<file path="config.mk">
export PLATFORM = sky130hd
export DESIGN_NAME = gpio_bank
export DESIGN_NICKNAME = d
export VERILOG_FILES = /design/src/rtl/gpio_bank.sv
export SDC_FILE = /design/constraint.sdc
export NUM_CORES = 1
export LEC_CHECK = 0
export CAP_MARGIN = 25
export CORE_UTILIZATION = 59
export DETAILED_ROUTE_END_ITERATION = 6
export PLACE_DENSITY = 0.79
export SLEW_MARGIN = 25
export SYNTH_ARGS = -nofsm -noshare
export SYNTH_HDL_FRONTEND = slang
export SYNTH_SLANG_ARGS = --single-unit
</file>
<file path="constraint.sdc">
create_clock -name clk -period 2.29 [get_ports clk]
set_input_delay 0.3435 -clock clk [delete_from_list [all_inputs] [get_ports clk]]
set_output_delay 0.3435 -clock clk [all_outputs]
set_load 0.02 [all_outputs]
</file>
<file path="src/rtl/gpio_bank.sv">
// ============================================================================
// Module      : gpio_bank
// Description : CSR-mapped GPIO bank with synchronised, optionally debounced
//               inputs and per-pin edge/level interrupt capture.
// Revision    : 1.0 - initial release
// ============================================================================
`default_nettype none

module gpio_bank #(
    parameter logic [4:0] BASE_ADDR = 5'h00,
    parameter int         NUM_GPIOS = 16
) (
    input  logic                 clk,
    input  logic                 rst,
    input  logic [4:0]           csr_a,
    input  logic [7:0]           csr_di,
    input  logic                 csr_we,
    output logic [7:0]           csr_do,
    input  logic [NUM_GPIOS-1:0] in,
    output logic [NUM_GPIOS-1:0] out,
    output logic [NUM_GPIOS-1:0] oe,
    output logic                 irq
);

    localparam logic [15:0] c_PIN_MASK = 16'((32'd1 << NUM_GPIOS) - 32'd1);

    logic [15:0]      oe_q, oe_d, out_q, out_d, ie_q, ie_d, ip_q, ip_d;
    logic [15:0]      dbe_q, dbe_d, filt_q, filt_d, prev_q, sync1_q, sync2_q;
    logic [31:0]      mode_q, mode_d;
    logic [7:0]       dbp_q, dbp_d, presc_q, presc_d, csr_do_q;
    logic [15:0][1:0] dbcnt_q, dbcnt_d;
    logic             irq_q;

    logic [4:0]  w_off;
    logic [15:0] w_in, w_event, w_clr;
    logic        w_tick;
    logic [7:0]  w_rdata;

    assign w_off  = csr_a - BASE_ADDR;
    assign w_in   = 16'(in);
    assign w_tick = (presc_q == 8'd0);

    // Events look only at filt/prev, so a MODE rewrite cannot fabricate an edge.
    always_comb begin
        w_event = '0;
        for (int n = 0; n < 16; n++) begin
            case (mode_q[2*n +: 2])
                2'b00:   w_event[n] = filt_q[n] ^ prev_q[n];
                2'b01:   w_event[n] = filt_q[n] & ~prev_q[n];
                2'b10:   w_event[n] = ~filt_q[n] & prev_q[n];
                default: w_event[n] = ~filt_q[n];
            endcase
        end
    end

    always_comb begin
        oe_d    = oe_q;
        out_d   = out_q;
        ie_d    = ie_q;
        mode_d  = mode_q;
        dbe_d   = dbe_q;
        dbp_d   = dbp_q;
        w_clr   = '0;
        if (csr_we) begin
            case (w_off)
                5'h00:   oe_d[7:0]     = csr_di;
                5'h01:   oe_d[15:8]    = csr_di;
                5'h02:   out_d[7:0]    = csr_di;
                5'h03:   out_d[15:8]   = csr_di;
                5'h06:   ie_d[7:0]     = csr_di;
                5'h07:   ie_d[15:8]    = csr_di;
                5'h08:   w_clr[7:0]    = csr_di;
                5'h09:   w_clr[15:8]   = csr_di;
                5'h0A:   mode_d[7:0]   = csr_di;
                5'h0B:   mode_d[15:8]  = csr_di;
                5'h0C:   mode_d[23:16] = csr_di;
                5'h0D:   mode_d[31:24] = csr_di;
                5'h0E:   dbe_d[7:0]    = csr_di;
                5'h0F:   dbe_d[15:8]   = csr_di;
                5'h10:   dbp_d         = csr_di;
                default: ;
            endcase
        end
        oe_d  = oe_d & c_PIN_MASK;
        out_d = out_d & c_PIN_MASK;
        ie_d  = ie_d & c_PIN_MASK;
        dbe_d = dbe_d & c_PIN_MASK;
        for (int n = 0; n < 16; n++) begin
            if (!c_PIN_MASK[n]) mode_d[2*n +: 2] = 2'b00;
        end
        // Setting beats clearing so a coincident event is never lost.
        ip_d = ((ip_q & ~w_clr) | w_event) & c_PIN_MASK;

        if (csr_we && (w_off == 5'h10)) presc_d = csr_di;
        else if (w_tick)                 presc_d = dbp_q;
        else                             presc_d = presc_q - 8'd1;
    end

    always_comb begin
        filt_d  = filt_q;
        dbcnt_d = dbcnt_q;
        for (int n = 0; n < 16; n++) begin
            if (!dbe_q[n]) begin
                filt_d[n]  = sync2_q[n];
                dbcnt_d[n] = 2'd0;
            end else if (sync2_q[n] == filt_q[n]) begin
                dbcnt_d[n] = 2'd0;
            end else if (w_tick) begin
                if (dbcnt_q[n] == 2'd3) begin
                    filt_d[n]  = sync2_q[n];
                    dbcnt_d[n] = 2'd0;
                end else begin
                    dbcnt_d[n] = dbcnt_q[n] + 2'd1;
                end
            end
        end
    end

    always_comb begin
        w_rdata = 8'h00;
        case (w_off)
            5'h00:   w_rdata = oe_q[7:0];
            5'h01:   w_rdata = oe_q[15:8];
            5'h02:   w_rdata = out_q[7:0];
            5'h03:   w_rdata = out_q[15:8];
            5'h04:   w_rdata = filt_q[7:0];
            5'h05:   w_rdata = filt_q[15:8];
            5'h06:   w_rdata = ie_q[7:0];
            5'h07:   w_rdata = ie_q[15:8];
            5'h08:   w_rdata = ip_q[7:0];
            5'h09:   w_rdata = ip_q[15:8];
            5'h0A:   w_rdata = mode_q[7:0];
            5'h0B:   w_rdata = mode_q[15:8];
            5'h0C:   w_rdata = mode_q[23:16];
            5'h0D:   w_rdata = mode_q[31:24];
            5'h0E:   w_rdata = dbe_q[7:0];
            5'h0F:   w_rdata = dbe_q[15:8];
            5'h10:   w_rdata = dbp_q;
            default: w_rdata = 8'h00;
        endcase
    end

    always_ff @(posedge clk) begin
        if (rst) begin
            oe_q     <= '0;
            out_q    <= '0;
            ie_q     <= '0;
            ip_q     <= '0;
            mode_q   <= '0;
            dbe_q    <= '0;
            dbp_q    <= '0;
            presc_q  <= '0;
            sync1_q  <= '0;
            sync2_q  <= '0;
            filt_q   <= '0;
            prev_q   <= '0;
            dbcnt_q  <= '0;
            csr_do_q <= '0;
            irq_q    <= 1'b0;
        end else begin
            oe_q     <= oe_d;
            out_q    <= out_d;
            ie_q     <= ie_d;
            ip_q     <= ip_d;
            mode_q   <= mode_d;
            dbe_q    <= dbe_d;
            dbp_q    <= dbp_d;
            presc_q  <= presc_d;
            sync1_q  <= w_in;
            sync2_q  <= sync1_q;
            filt_q   <= filt_d;
            prev_q   <= filt_q;
            dbcnt_q  <= dbcnt_d;
            csr_do_q <= w_rdata;
            irq_q    <= |(ip_q & ie_q);
        end
    end

    assign csr_do = csr_do_q;
    assign irq    = irq_q;
    assign out    = out_q[NUM_GPIOS-1:0];
    assign oe     = oe_q[NUM_GPIOS-1:0];

endmodule

`default_nettype wire

</file>
==> reports/results.ini, run 1 <==
[place]
place_congestion=1.03
dpl_cell_area_um2=12600
dp_slack_ns=-0.0787
dp.cells=1532
port_buffers=72
hpwl_mm=25.7

[floorplan]
fp.dieH_um=138
core_area_um2=18000
die_x_um=138
io_pins=73
initial_core_util_pct=60.6
dieArea_um2=19100
core.rowCount=49

[routing]
firstDrtPassIters=6
dr_total_vias=9544
first_iter_violations=877
vias_per_cell=6.06
routed_wirelength_mm=35.3
drc=0
ant_nets=0
routedWlPerCell_um=22.4

[synth]
ys_top_cells_by_count=dfxtp_1, nor2_1, mux2i_1
synth.largest_area_cell=dfxtp_1
yosysWarnings=0
avgSynthCellArea_um2=9.20
ys_ff_latch=233
synth.distinct_cells=59
synthTopCellsByArea=dfxtp_1, mux2i_1, ha_1, nor2_1, a21oi_1
synth-xor-area-share_pct=1.52
synth-async-reset-ratio_pct=0
ys_seq_area_share_pct=42.7
synth_compound_area_share_pct=11.6
syn_nets=1269
synth_fa_ha_area_share_pct=5.73
synth_mux_area_share_pct=15.6
synth-edff-count=0
syn-instance-count=1187
synth_flop_cell=dfxtp_1
synth_area_um2=10900
synth_top_family_by_area=simple AND/OR/NAND/NOR gates
synth-simple-area-share_pct=18.1
yosysTopAreaCellShare_pct=42.7
post-synth-top-count-cell=dfxtp_1

[cts]
cts-root-buf=clkbuf_16
clock_sinks=233
clk_latency_ns=0.53
htree_num_levels=1
cts_tree=yes
cts_max_path_buffers=3
numCtsBuffers=25
cts.clk_slew.worst_paths_ns=0.06
cts_resized=0
postCtsHoldBufs=0
postCtsSetupRepairBufs=0

[hold_path]
hold_path_class=in2reg

[run]
maxCapViolations=0

[finish]
diodes=0
area_growth_pct=23.4
fin_util_pct=74.7
final_area_um2=13500
instances_no_fill=1576
final_nets=1412
drive_gt1_share_pct=15.4

[global_routing]
grt_pass1_wl_mm=54.6
grt_max_degree=55
grt_pass1_vias=9546
gr-total-overflow=0
antenna_found_initial=0
grt_use_total_pct=36.9

[setup_path]
critPathCaptureType=flop
required_ns=2.70
path_max_fanout=31
cp.arrival_ns=2.47
worstSetupPathType=reg2reg
start_kind=flop

[run_status]
outcome=finished, final reports clean

[sta]
relSlewSlack_pct=45.2
setup_tns_ns=0
final.setup.worst_slack_ns=0.225
min_period_ns=2.07
hold_viol=0
worst_pin_slew_ns=0.820
whs_ns=0.183
finalSetupViolations=0
slew_violations=0
finClkSkew_ns=0.0214
post-route-period-util_pct=90.2
clock.fmax_mhz=484
grt_setup_unrepaired=false

[pwr]
leakage_nw=5.34
vdd_drop_max_mv=1.34
power.total_mw=10.3
power.density_nw_per_um2=766

-- worst paths after layout --
| check | from | to | slack (ns) | cells past startpoint |
|---|---|---|---|---|
| worst max register to register | presc_q[3] | filt_q[10] | 0.22 | 6 |
| worst min-delay path | rst | filt_q[6] | 0.18 | 2 |
| worst min register to register | sync1_q[7] | sync2_q[7] | 0.42 | 1 |
| worst max-delay path | presc_q[3] | filt_q[10] | 0.22 | 6 |
-- placed cells by master (no fill, tap or decap), types with 6 or more instances in the layout --
| master | n |
|---|---|
| nor2_1 | 161 |
| a31oi_1 | 10 |
| nand2b_1 | 9 |
| a21boi_2 | 9 |
| a22oi_1 | 9 |
| nand3b_1 | 19 |
| a21boi_0 | 7 |
| nor2b_1 | 40 |
| mux4_2 | 15 |
| dfxtp_1 | 233 |
| inv_1 | 57 |
| nor4_1 | 7 |
| a21oi_2 | 10 |
| clkdlybuf4s50_1 | 71 |
| a21oi_1 | 75 |
| o22ai_1 | 12 |
| a221oi_1 | 10 |
| mux2_2 | 6 |
| clkbuf_16 | 25 |
| nand2_1 | 96 |
| clkbuf_8 | 7 |
| xor2_1 | 16 |
| a22o_1 | 6 |
| nand3_1 | 31 |
| buf_4 | 99 |
| buf_12 | 13 |
| o21ai_0 | 21 |
| mux2i_1 | 130 |
| ha_1 | 50 |
| nor3_1 | 24 |
-- cells by family after synthesis --
family / after synthesis
buffers and inverters: 125
flip-flops: 233
AND/OR/NAND/NOR: 417
XOR/XNOR: 19
multiplexers: 151
adder cells (fa/ha/maj): 50
AO/OA/AOI/OAI: 192
-- power breakdown --
part           internal [mW]  switching [mW]  leakage [nW]
Sequential              4.19           0.153          1.89
Combinational          0.728            1.14          3.03
Clock                   2.46            1.66         0.419
Total                   7.37            2.95          5.34
-- sequential cells by signal (all words and copies together), names as in the netlist --
signal and flops:
dbe_q 16, dbp_q 8, ip_q 16, presc_q 8, filt_q 16, sync1_q 16
sync2_q 16, prev_q 16, csr_do 8, mode_q 32, oe 16, out 16
ie_q 16, dbcnt_q 32, irq 1
-- per-layer routing --
layer	global-route usage (%)	part of all wire [%]	routed length, um	vias up
met5	0	0	0	-
met4	17.3	5.4	1900	0
met3	4.75	7.3	2570	127
met2	60.9	46	16300	425
met1	48.1	41	14500	4594
li1	-	-	-	4398
-- worst max-delay path: stages (launching register included) --
cell and delay (ns):
dfxtp_1 0.36, or4_4 0.60, nor3_4 0.32, buf_12 0.26, a21boi_0 0.14, mux2i_1 0.18
nor2_1 0.06
-- cell type report --
cell class	count	area [um2]
fillers	1303	4550
clock buffers	35	733
clock inverters	9	110
flip-flops and latches	233	4660
repair buffers	184	1730
inverters	57	214
multi-input cells	829	5740
well taps	229	287
Power figures use the tool's default switching activity.
==> run 2, diff against run 1 <==
--- a/config.mk
+++ b/config.mk
@@ -9,6 +9,8 @@
 export CORE_UTILIZATION = 59
 export DETAILED_ROUTE_END_ITERATION = 6
 export PLACE_DENSITY = 0.79
+export SKIP_CTS_REPAIR_TIMING = 1
+export SKIP_LAST_GASP = 1
 export SLEW_MARGIN = 25
 export SYNTH_ARGS = -nofsm -noshare
 export SYNTH_HDL_FRONTEND = slang
==> results of run 2 <==
The final DEF is identical to that of run 1; final timing and power are the same.
